===== src/rtl/bf_io_port_pkg.sv =====
// Shared types for the bfcpu io responder.
// Direction encoding and FSM state codes.
package bf_io_port_pkg;

   localparam logic DIR_READ  = 1'b0;
   localparam logic DIR_WRITE = 1'b1;

   typedef enum logic [1:0] {
      IOP_IDLE    = 2'd0,
      IOP_RD_WAIT = 2'd1,
      IOP_WR_WAIT = 2'd2,
      IOP_ACK     = 2'd3
   } iop_state_e;

   function automatic logic is_read(input logic dir);
      return dir == DIR_READ;
   endfunction

endpackage


===== src/rtl/bf_sync_fifo.sv =====
// Synchronous FIFO, first-word-fall-through head.
// Push when full and pop when empty are ignored.
module bf_sync_fifo #(
   parameter  int WIDTH = 8,
   parameter  int DEPTH = 16,
   localparam int AW    = $clog2(DEPTH),
   localparam int CW    = AW + 1
) (
   input  logic             clk,
   input  logic             rst,
   input  logic             push,
   input  logic [WIDTH-1:0] push_data,
   input  logic             pop,
   output logic [WIDTH-1:0] head,
   output logic             full,
   output logic             empty,
   output logic [CW-1:0]    count
);

   logic [WIDTH-1:0] mem [DEPTH];
   logic [AW-1:0]    wr_ptr;
   logic [AW-1:0]    rd_ptr;
   logic             do_push;
   logic             do_pop;

   assign full    = (count == CW'(DEPTH));
   assign empty   = (count == '0);
   assign do_push = push & ~full;
   assign do_pop  = pop & ~empty;
   assign head    = mem[rd_ptr];

   always_ff @(posedge clk) begin
      if (do_push)
         mem[wr_ptr] <= push_data;
   end

   // Pointers wrap naturally since DEPTH is a power of two.
   always_ff @(posedge clk) begin
      if (rst) begin
         wr_ptr <= '0;
         rd_ptr <= '0;
         count  <= '0;
      end else begin
         if (do_push)
            wr_ptr <= wr_ptr + 1'b1;
         if (do_pop)
            rd_ptr <= rd_ptr + 1'b1;
         if (do_push && !do_pop)
            count <= count + 1'b1;
         else if (do_pop && !do_push)
            count <= count - 1'b1;
      end
   end

endmodule


===== src/rtl/bf_io_port.sv =====
// Responder for the bfcpu io_req/io_ack port: ',' reads
// from an RX FIFO, '.' writes into a TX FIFO.
module bf_io_port
   import bf_io_port_pkg::*;
#(
   parameter int         RX_DEPTH    = 16,
   parameter int         TX_DEPTH    = 16,
   parameter bit         RD_BLOCKING = 1'b1,
   parameter logic [7:0] EOF_VALUE   = 8'h00
) (
   input  logic                        clk,
   input  logic                        rst,
   input  logic                        io_req,
   input  logic                        io_dir,
   input  logic [7:0]                  io_wdata,
   output logic                        io_ack,
   output logic [7:0]                  io_rdata,
   input  logic                        in_valid,
   input  logic [7:0]                  in_data,
   output logic                        in_ready,
   output logic                        out_valid,
   output logic [7:0]                  out_data,
   input  logic                        out_ready,
   output logic [$clog2(RX_DEPTH):0]   rx_count,
   output logic [$clog2(TX_DEPTH):0]   tx_count
);

   iop_state_e state;
   logic [7:0] wdata_q;
   logic       rx_pop;
   logic       rx_full;
   logic       rx_empty;
   logic [7:0] rx_head;
   logic       tx_push;
   logic [7:0] tx_wdata;
   logic       tx_full;
   logic       tx_empty;

   assign in_ready  = ~rx_full;
   assign out_valid = ~tx_empty;

   bf_sync_fifo #(.WIDTH(8), .DEPTH(RX_DEPTH)) u_rx (
      .clk       (clk),
      .rst       (rst),
      .push      (in_valid & in_ready),
      .push_data (in_data),
      .pop       (rx_pop),
      .head      (rx_head),
      .full      (rx_full),
      .empty     (rx_empty),
      .count     (rx_count)
   );

   bf_sync_fifo #(.WIDTH(8), .DEPTH(TX_DEPTH)) u_tx (
      .clk       (clk),
      .rst       (rst),
      .push      (tx_push),
      .push_data (tx_wdata),
      .pop       (out_valid & out_ready),
      .head      (out_data),
      .full      (tx_full),
      .empty     (tx_empty),
      .count     (tx_count)
   );

   // FIFO strobes mirror exactly the FSM transitions that ack.
   always_comb begin
      rx_pop   = 1'b0;
      tx_push  = 1'b0;
      tx_wdata = wdata_q;
      unique case (state)
         IOP_IDLE: begin
            if (io_req) begin
               if (is_read(io_dir)) begin
                  rx_pop = ~rx_empty;
               end else begin
                  tx_push  = ~tx_full;
                  tx_wdata = io_wdata;
               end
            end
         end
         IOP_RD_WAIT: rx_pop  = io_req & ~rx_empty;
         IOP_WR_WAIT: tx_push = io_req & ~tx_full;
         default: ;
      endcase
   end

   always_ff @(posedge clk) begin
      if (rst) begin
         state    <= IOP_IDLE;
         io_ack   <= 1'b0;
         io_rdata <= 8'h00;
         wdata_q  <= 8'h00;
      end else begin
         unique case (state)
            IOP_IDLE: begin
               if (io_req) begin
                  wdata_q <= io_wdata;
                  if (is_read(io_dir)) begin
                     if (!rx_empty) begin
                        io_rdata <= rx_head;
                        io_ack   <= 1'b1;
                        state    <= IOP_ACK;
                     end else if (RD_BLOCKING) begin
                        state <= IOP_RD_WAIT;
                     end else begin
                        io_rdata <= EOF_VALUE;
                        io_ack   <= 1'b1;
                        state    <= IOP_ACK;
                     end
                  end else if (!tx_full) begin
                     io_ack <= 1'b1;
                     state  <= IOP_ACK;
                  end else begin
                     state <= IOP_WR_WAIT;
                  end
               end
            end
            IOP_RD_WAIT: begin
               if (!io_req) begin
                  state <= IOP_IDLE;
               end else if (!rx_empty) begin
                  io_rdata <= rx_head;
                  io_ack   <= 1'b1;
                  state    <= IOP_ACK;
               end
            end
            IOP_WR_WAIT: begin
               if (!io_req) begin
                  state <= IOP_IDLE;
               end else if (!tx_full) begin
                  io_ack <= 1'b1;
                  state  <= IOP_ACK;
               end
            end
            IOP_ACK: begin
               if (!io_req) begin
                  io_ack <= 1'b0;
                  state  <= IOP_IDLE;
               end
            end
            default: state <= IOP_IDLE;
         endcase
      end
   end

endmodule

===== config.mk =====
export PLATFORM = sky130hd
export DESIGN_NAME = bf_io_port
export DESIGN_NICKNAME = d
export VERILOG_FILES = /design/src/rtl/bf_io_port_pkg.sv /design/src/rtl/bf_sync_fifo.sv /design/src/rtl/bf_io_port.sv
export SDC_FILE = /design/constraint.sdc
export NUM_CORES = 1
export LEC_CHECK = 0
export ABC_AREA = 1
export CAP_MARGIN = 0
export CORE_ASPECT_RATIO = 0.8
export CORE_MARGIN = 3
export CORE_UTILIZATION = 55
export CTS_CLUSTER_SIZE = 12
export DETAILED_ROUTE_END_ITERATION = 8
export GPL_TIMING_DRIVEN = 0
export PLACE_DENSITY = 0.76
export RECOVER_POWER = 25
export SLEW_MARGIN = 20
export SYNTH_ARGS = -nofsm -noshare
export SYNTH_HDL_FRONTEND = slang
export SYNTH_SLANG_ARGS = --single-unit

===== constraint.sdc =====
create_clock -name clk -period 7.85 [get_ports clk]
set_clock_uncertainty 0.05 [all_clocks]
set_input_delay 1.57 -clock clk [delete_from_list [all_inputs] [get_ports clk]]
set_output_delay 1.57 -clock clk [all_outputs]
set_load 0.01 [all_outputs]

==> run_results.csv, run 1 <==
group,metric,value,unit
sta,slew_headroom,37.3,%
placement,io_buffer_count,50,
sta,setup-tns-final,0,ns
cts,cts.clk_slew.worst_paths,0.06,ns
yosys,synthCells,1294,
sta,finalSetupViolCount,0,
power,pwr_density_cell,322,nW/um^2
sta,fin_ws,3.48,ns
route,via_per_inst,5.61,
route,routedWlPerCell,19.1,um
sta,rsz0062_at_grt,"false",
floorplanning,die_y,146,um
sta,hold_violations,0,
cts,htreeDepth,1,
cts,cts_setup_buffers,0,
finish,n_antenna_cell,0,
cts,numClockSinks,309,
yosys,netlist_area,13400,sq um
grt,grt_max_degree,17,
cts,numCtsBuffers,31,
route,vias,9608,
setup_path,critPathArrivalTime,2.75,ns
grt,grt.overflow.total,0,
sta,fmax,229,MHz
yosys,synth-seq-cells,309,
placement,place_congestion,0.948,
setup_path,cp_max_fo,10,
finish,final_common_cell,"nand2_1",
cts,cts_hold_buf,0,
finish,nets,1425,
sta,drv_slew,0,
cts,post_cts_resized,0,
yosys,yosys.cell_types.count,34,
grt,globalRouteMet3Util,5.07,%
yosys,synth_sequential_area_ratio,65.3,%
floorplanning,die_x,180,um
power,ir_drop,0.000178,V
setup_path,cp.required,6.23,ns
yosys,synth_nets,1342,
sta,finalCritPeriodShare,55.6,%
floorplanning,initial_core_util,56.6,%
setup_path,worstSetupPathType,"register to output pin",
route,route.detailed.drc,0,
floorplanning,core,23600,sq um
route,drt-initial-drc-count,1236,
power,leakage,6.04,nW
yosys,synth_area_per_cell,10.3,sq um
route,antenna_left,0,
floorplanning,die_area,26300,sq um
grt,antenna_found_initial,0,
cts,clk_latency,0.54,ns
floorplanning,placementRows,50,
grt,grt_use_total,24.6,%
cts,cts_root_buffer,"clkbuf_16",
grt,grt_pass1_vias,9198,
run,drv_cap,0,
sta,tightest_slew,0.937,ns
grt,top_usage_layer,"met2",
setup_path,end_kind,"output pin",
cts,cts_tree,"built",
setup_path,start_kind,"register",
run_status,status,"finished, final reports clean",
finish,layout-drive-gt1-share,6.35,%
finish,area_growth,13.5,%
route,drt-total-wl,32700,um
finish,layout.cells.most_common_list,"nand2_1 (297), edfxtp_1 (256), inv_1 (176)",
route,drt_pass1_iterations,6,
grt,use_met2,37.6,%
min_path,min_path_type,"register to register",
floorplanning,io_pins,51,
cts,cts_buffer_depth,3,
grt,grt_pass1_wl,50900,um
sta,period_minus_slack,4.37,ns
placement,hpwl,22400,um
yosys,ys_warn_count,0,
grt,use_met1,37.0,%
placement,pre_cts_ws,3.51,ns
[cells by family after synthesis]
logic type / after synthesis / synth area share (%)
flops: 309 / 65.3
mux: 8 / 0.673
fa+ha+maj: 26 / 2.54
buf+inv: 236 / 6.99
compound gates: 153 / 6.48
xor+xnor: 11 / 0.719
simple gates: 551 / 17.3
[per-layer routing]
layer  wire length (um)  vias up  share of wire [%]
li1                   -     4479                  -
met1              14000     4525                 43
met2              14400      543                 44
met3               3690       61                 11
met4                614        0                1.9
met5                  0        -                  0
[layout make-up]
class                   instances  area (sq um)
clock buffers                  54           903
plain buffers                  56           255
repair buffers                 50           500
well taps                     312           390
flip-flops and latches        309          8750
clock inverters                 3          18.8
multi-input cells             749          3710
inverters                     180           681
fillers                      1835          8440
[synthesized netlist by cell type]
cell | number | area [sq um]
nand3b_1 | 1 | 7.51
buf_6 | 2 | 22.5
buf_2 | 21 | 105
a21oi_1 | 55 | 275
xnor2_1 | 4 | 35.0
buf_1 | 7 | 26.3
nor2_1 | 85 | 319
nand2_1 | 297 | 1110
nor3_1 | 1 | 5.00
inv_4 | 2 | 12.5
nand2_2 | 5 | 31.3
edfxtp_1 | 256 | 7690
nor2_2 | 5 | 31.3
nand3_1 | 149 | 746
mux2_2 | 8 | 90.1
nand2_4 | 1 | 11.3
o21a_1 | 1 | 7.51
o211ai_1 | 32 | 240
inv_1 | 176 | 661
inv_2 | 2 | 7.51
o21bai_1 | 2 | 15.0
buf_4 | 1 | 7.51
nand4_1 | 3 | 18.8
clkbuf_1 | 25 | 93.8
or2_0 | 1 | 6.26
dfxtp_1 | 53 | 1060
xor2_1 | 7 | 61.3
o21ai_2 | 1 | 8.76
fa_1 | 2 | 40.0
and2_1 | 2 | 12.5
ha_1 | 24 | 300
a21oi_4 | 1 | 16.3
o21ai_0 | 61 | 305
nand3_2 | 1 | 10.0
[report_power, final]
group,internal (mW),switching [mW],total (mW)
clock network,0.774,0.582,1.36
registers,1.94,0.0851,2.03
logic,0.515,1.00,1.52
total,3.23,1.67,4.90
[final timing paths]
check                   from  cells after the start             to  slack, ns
setup reg to reg    state[1]                     17  u_tx.count[4]       4.93
hold / removal    wdata_q[2]                      2     wdata_q[2]       0.43
setup / recovery    register                      7    out_data[3]       3.48
hold reg to reg   wdata_q[2]                      2     wdata_q[2]       0.43
[worst max-delay path, stage by stage (launching register included)]
cell,delay [ns]
dfxtp_1,0.31
buf_2,0.24
clkbuf_1,0.49
o211ai_1,0.24
nand3_1,0.19
nand3_1,0.11
nand2_1,0.09
clkdlybuf4s50_1,0.54
[flip-flops by register name, summed over array words and instances, names as in the netlist, 2 cells and up, named ones only]
name / flops
u_rx.mem: 128
u_tx.mem: 128
io_rdata: 8
wdata_q: 8
u_rx.count: 5
u_tx.count: 5
u_rx.rd_ptr: 4
u_rx.wr_ptr: 4
u_tx.rd_ptr: 4
u_tx.wr_ptr: 4
state: 2
[through the flow]
stage / instances / instance area [sq um] / hold WS, ns / power [mW] / util [%]
CTS: 1713 / 15200 / 0.436 / 4.89 / 64.3
global route: 1713 / 15200 / 0.470 / 5.15 / 64.3
finish: 1713 / 15200 / 0.434 / 4.90 / 64.3
global placement: 1656 / 14300 / 0.407 / 3.49 / 60.4
floorplan: 1294 / 13400 / 0.397 / 2.97 / -
detailed placement: 1656 / 14300 / 0.420 / 3.54 / 60.4
Note: power is estimated with default switching activity, not from simulation.
==> run 2, diff against run 1 <==
--- a/config.mk
+++ b/config.mk
@@ -13,7 +13,7 @@
 export CTS_CLUSTER_SIZE = 12
 export DETAILED_ROUTE_END_ITERATION = 8
 export GPL_TIMING_DRIVEN = 0
-export PLACE_DENSITY = 0.76
+export PLACE_DENSITY = 0.79
 export RECOVER_POWER = 25
 export SLEW_MARGIN = 20
 export SYNTH_ARGS = -nofsm -noshare
==> constraint.sdc (replaced) <==
create_clock -name clk -period 3.8 [get_ports clk]
set_clock_uncertainty 0.05 [all_clocks]
set_input_delay 0.76 -clock clk [delete_from_list [all_inputs] [get_ports clk]]
set_output_delay 0.76 -clock clk [all_outputs]
set_load 0.01 [all_outputs]
==> run_results.csv, run 2 (same netlist as run 1, synthesis figures left out) <==
group,metric,value,unit
power,comb_power_share,31.3,%
power,internal_power,6.57,mW
grt,grt_use_total,24.9,%
setup_path,critPathArrivalTime,2.92,ns
sta,setup-tns-final,0,ns
setup_path,end_kind,"output pin",
placement,place_area,14300,sq um
grt,grt.overflow.total,0,
sta,finalSetupViolCount,0,
cts,cts.clk_slew.worst_paths,0.06,ns
sta,drv_slew,0,
run_status,status,"finished, final reports clean",
finish,top_regs,"u_rx.mem: 128 flops, u_tx.mem: 128 flops",
sta,fin_ws,0.0693,ns
grt,grt_pass1_vias,9191,
setup_path,start_kind,"register",
grt,grt_max_degree,17,
run,drv_cap,0,
placement,dp.cells,1656,
placement,pre_cts_ws,0.240,ns
cts,cts_root_buffer,"clkbuf_16",
grt,antenna_found_initial,0,
power,ir_drop,0.000428,V
cts,numClockSinks,309,
sta,fmax,268,MHz
setup_path,regToRegEndpoint,"u_tx.count[4]",
sta,holdWs,0.433,ns
sta,slew_headroom,36.4,%
sta,tightest_slew,0.951,ns
sta,rsz0062_at_grt,"false",
finish,finalInstanceArea,15100,sq um
route,via_per_inst,5.64,
route,drt-total-wl,33200,um
setup_path,worst_r2r_path_depth,17,
finish,fillCellCount,1792,
setup_path,cp.required,2.99,ns
min_path,min_path_type,"register to register",
cts,cts_setup_buffers,0,
power,seqPwrFrac,41.9,%
cts,cts_tree,"built",
floorplanning,placementRows,50,
min_path,whs_path_depth,2,
floorplanning,core,23600,sq um
cts,cts_buffer_depth,3,
finish,n_antenna_cell,0,
route,vias,9615,
setup_path,cp_max_fo,10,
route,route.detailed.drc,0,
cts,post_cts_resized,0,
power,switching_share,34.3,%
power,finalPower,9.99,mW
placement,io_buffer_count,50,
power,pwr_density_cell,660,nW/um^2
finish,finish.utilization,64.0,%
floorplanning,io_pins,51,
sta,finalCritPeriodShare,98.2,%
route,drt_pass1_iterations,6,
route,antenna_left,0,
cts,clk_latency,0.54,ns
placement,hpwl,22500,um
setup_path,worstReg2RegStart,"state[0]",
finish,final_cells,1705,
floorplanning,initial_core_util,56.6,%
sta,hold_violations,0,
placement,place_congestion,0.996,
floorplanning,die_area,26300,sq um
floorplanning,die_x,180,um
power,leakage,6.01,nW
finish,final_common_cell,"nand2_1",
setup_path,rrSetupSlack,0.69,ns
cts,cts_hold_buf,0,
floorplanning,die_y,146,um
setup_path,worstSetupPathType,"register to output pin",
finish,layout.cells.most_common_list,"nand2_1 (298), edfxtp_1 (256), inv_1 (176)",
sta,period_minus_slack,3.73,ns
route,drt-initial-drc-count,1213,
min_path,min_to,"wdata_q[3]",
cts,htreeDepth,1,
power,p_sw,3.42,mW
route,routedWlPerCell,19.5,um
finish,nets,1424,
finish,layout-drive-gt1-share,6.03,%
min_path,holdCritStartpoint,"wdata_q[3]",
cts,numCtsBuffers,30,
grt,grt_pass1_wl,51100,um
power,pwr-share-clk,26.8,%
finish,area_growth,13.0,%
[run 2: metal layers]
layer	global-route usage, %	wire, um
met3	6.62	3990
met2	36.0	14100
met5	0	0
met4	6.83	923
met1	37.6	14200
[run 2: cell type report]
type                       instances  area, sq um  share of cell area [%]
timing repair buffer              50          500                    3.31
tap                              312          390                    2.58
multi-input combinational        749         3710                    24.5
clock buffer                      46          836                    5.52
clock inverter                     3         13.8                  0.0910
buffer                            56          256                    1.70
sequential                       309         8750                    57.8
inverter                         180          681                    4.50
[run 2: worst max path at each step]
stage,startpoint,endpoint,cells past startpoint
after floorplan,io_req,u_tx.count[4],14
after CTS,register,out_data[2],8
after detailed placement,io_req,u_tx.count[4],15
after global placement,io_req,u_tx.count[4],15
after global routing,register,out_data[5],7
final,register,out_data[2],7
[run 2: critical path: stages (launching register included)]
cell	delay, ns
dfxtp_1	0.41
buf_2	0.27
clkbuf_1	0.44
o21ai_0	0.34
nand3_1	0.17
nand3_1	0.08
nand2_1	0.12
clkdlybuf4s50_1	0.55
[run 2: power groups by stage]
stage / combinational [mW] / clock [mW] / sequential (mW)
floorplan: 1.90 / 0 / 4.23
global placement: 2.96 / 0 / 4.24
detailed placement: 3.05 / 0 / 4.25
CTS: 3.08 / 2.68 / 4.18
global route: 3.45 / 2.84 / 4.21
finish: 3.13 / 2.67 / 4.19
==> run 3, diff against run 2 <==
--- a/config.mk
+++ b/config.mk
@@ -15,6 +15,7 @@
 export GPL_TIMING_DRIVEN = 0
 export PLACE_DENSITY = 0.79
 export RECOVER_POWER = 25
+export REMOVE_ABC_BUFFERS = 1
 export SLEW_MARGIN = 20
 export SYNTH_ARGS = -nofsm -noshare
 export SYNTH_HDL_FRONTEND = slang
==> run_results.csv, run 3 (same netlist as run 1, synthesis figures left out) <==
group,metric,value,unit
run_status,status,"finished, final reports clean",
cts,cts.clk_slew.worst_paths,0.06,ns
setup_path,cp_max_fo,72,
finish,fillCellCount,1726,
floorplanning,placementRows,50,
cts,numClockSinks,309,
grt,grt.overflow.total,0,
cts,cts_tree,"built",
cts,cts_setup_buffers,0,
sta,rsz0062_at_grt,"false",
placement,place_congestion,0.826,
setup_path,path_cells,"buf_16 > o211ai_1 > nand3_1 > nand3_1 > nand2_1 > clkdlybuf4s50_1",
setup_path,rrSetupSlack,0.55,ns
finish,area_growth,12.0,%
setup_path,regToRegEndpoint,"u_tx.count[4]",
grt,grt_pass1_wl,46000,um
finish,nets,1370,
route,drt-initial-drc-count,966,
sta,period_minus_slack,3.51,ns
floorplanning,io_pins,51,
floorplanning,core,23600,sq um
setup_path,critPathArrivalTime,2.70,ns
finish,final_common_cell,"nand2_1",
setup_path,end_kind,"output pin",
placement,pre_cts_ws,-0.0171,ns
min_path,min_to,"wdata_q[4]",
placement,place_area,14100,sq um
setup_path,worstReg2RegStart,"state[0]",
finish,top_regs,"u_rx.mem: 128 flops, u_tx.mem: 128 flops",
setup_path,worst_r2r_path_depth,16,
min_path,min_path_type,"register to register",
sta,drv_slew,0,
route,vias,9188,
finish,layout-drive-gt1-share,5.27,%
grt,antenna_found_initial,0,
route,antenna_left,0,
route,drt_pass1_iterations,7,
floorplanning,die_y,146,um
floorplanning,die_x,180,um
setup_path,critPathTopFamily,"buffers and inverters",
floorplanning,initial_core_util,56.6,%
setup_path,slowest_delay,0.71,ns
power,leakage,5.91,nW
route,routedWlPerCell,17.8,um
power,ir_drop,0.000390,V
cts,numCtsBuffers,31,
cts,cts_root_buffer,"clkbuf_16",
cts,cts_buffer_depth,3,
grt,grt_pass1_vias,8711,
run,drv_cap,0,
placement,hpwl,17700,um
setup_path,cp_num_buf_inv,2,
finish,layout.cells.most_common_list,"nand2_1 (297), edfxtp_1 (256), inv_1 (175)",
setup_path,start_kind,"register",
sta,slew_headroom,3.83,%
cts,clk_latency,0.55,ns
sta,fin_ws,0.287,ns
setup_path,crit_path_top_delay_cell,"dfxtp_4",
sta,hold_violations,0,
finish,finalInstanceArea,15000,sq um
grt,grt_use_total,21.8,%
sta,finalCritPeriodShare,92.5,%
route,via_per_inst,5.54,
placement,io_buffer_count,50,
floorplanning,die_area,26300,sq um
grt,grt_max_degree,73,
setup_path,cpMostUsedCell,"nand3_1",
sta,tightest_slew,1.44,ns
setup_path,cp.required,2.99,ns
min_path,holdCritStartpoint,"wdata_q[4]",
route,drt-total-wl,29500,um
sta,fmax,285,MHz
setup_path,worstSetupPathType,"register to output pin",
min_path,whs_path_depth,2,
finish,n_antenna_cell,0,
sta,finalSetupViolCount,0,
route,route.detailed.drc,0,
cts,htreeDepth,1,
power,pwr_density_cell,659,nW/um^2
==> run 3: cell count changes in the layout (fill, tap and decap cells not counted), sizes merged <==
| cell | previous run | this run |
|---|---|---|
| buf | 29 | 1 |
| clkbuf | 73 | 53 |
| clkinv | 3 | 5 |
| dlygate4sd3 | 10 | 8 |
| bufinv | 0 | 1 |
| clkdlybuf4s50 | 40 | 41 |
==> run 3: worst reg2reg max path, cell delays in order, from the launching register on <==
cell and delay [ns]:
dfxtp_1 0.33, inv_1 0.10, ha_1 0.33, nand2_2 0.25
inv_4 0.20, nand2_4 0.13, nand2_2 0.09, nand2_2 0.10
inv_4 0.13, ha_1 0.25, inv_1 0.12, ha_1 0.34
a21oi_1 0.14, o21ai_0 0.15, and2_1 0.17, o21bai_1 0.12
a21oi_1 0.07
==> run 3: stage by stage <==
step	util, %	TNS (ns)	hold WS, ns	power [mW]	std cells
after floorplan	-	0	0.397	6.03	1238
after global placement	59.3	-13.67	0.408	6.94	1600
after detailed placement	59.5	-0.0171	0.422	7.06	1601
after CTS	63.4	0	0.435	9.88	1659
after global routing	63.4	0	0.460	10.4	1659
final	63.4	0	0.429	9.88	1659
==> run 3: layout make-up <==
class / count / area [sq um] / area share [%]
Clock inverter: 6 / 60.1 / 0.400
Multi-Input combinational cell: 749 / 3710 / 24.7
Sequential cell: 309 / 8760 / 58.4
Clock buffer: 52 / 875 / 5.83
Timing Repair Buffer: 51 / 522 / 3.48
Inverter: 180 / 682 / 4.55
Tap cell: 312 / 390 / 2.60
==> run 3: worst max-delay path by stage <==
stage | slack, ns | cells after the start | start | to
after floorplan | 0.22 | 4 | register | out_data[0]
after global placement | -1.53 | 5 | register | out_data[6]
after detailed placement | -0.02 | 15 | io_req | u_tx.count[4]
after CTS | 0.10 | 5 | register | out_data[5]
after global routing | 0.13 | 7 | register | out_data[6]
final | 0.29 | 6 | register | out_data[5]
==> run 3: timing repair <==
item	4_1_cts	5_1_grt
endpoints found under the hold margin	0	0
endpoints found under the setup margin	0	7
hold buffers	0	0
gates resized for setup	0	1
==> run 3: where the power goes <==
part / internal [mW] / switching [mW]
sequential: 4.02 / 0.413
combinational: 0.993 / 1.61
clock: 1.63 / 1.22
total: 6.64 / 3.24
==> run 3: metal layers <==
metal / share of wire, % / GRT usage (%) / up-vias
met3: 10 / 4.55 / 66
met1: 43 / 31.7 / 4303
met2: 44 / 33.5 / 434
met5: 0 / 0 / -
li1: - / - / 4385
met4: 2.6 / 6.71 / 0
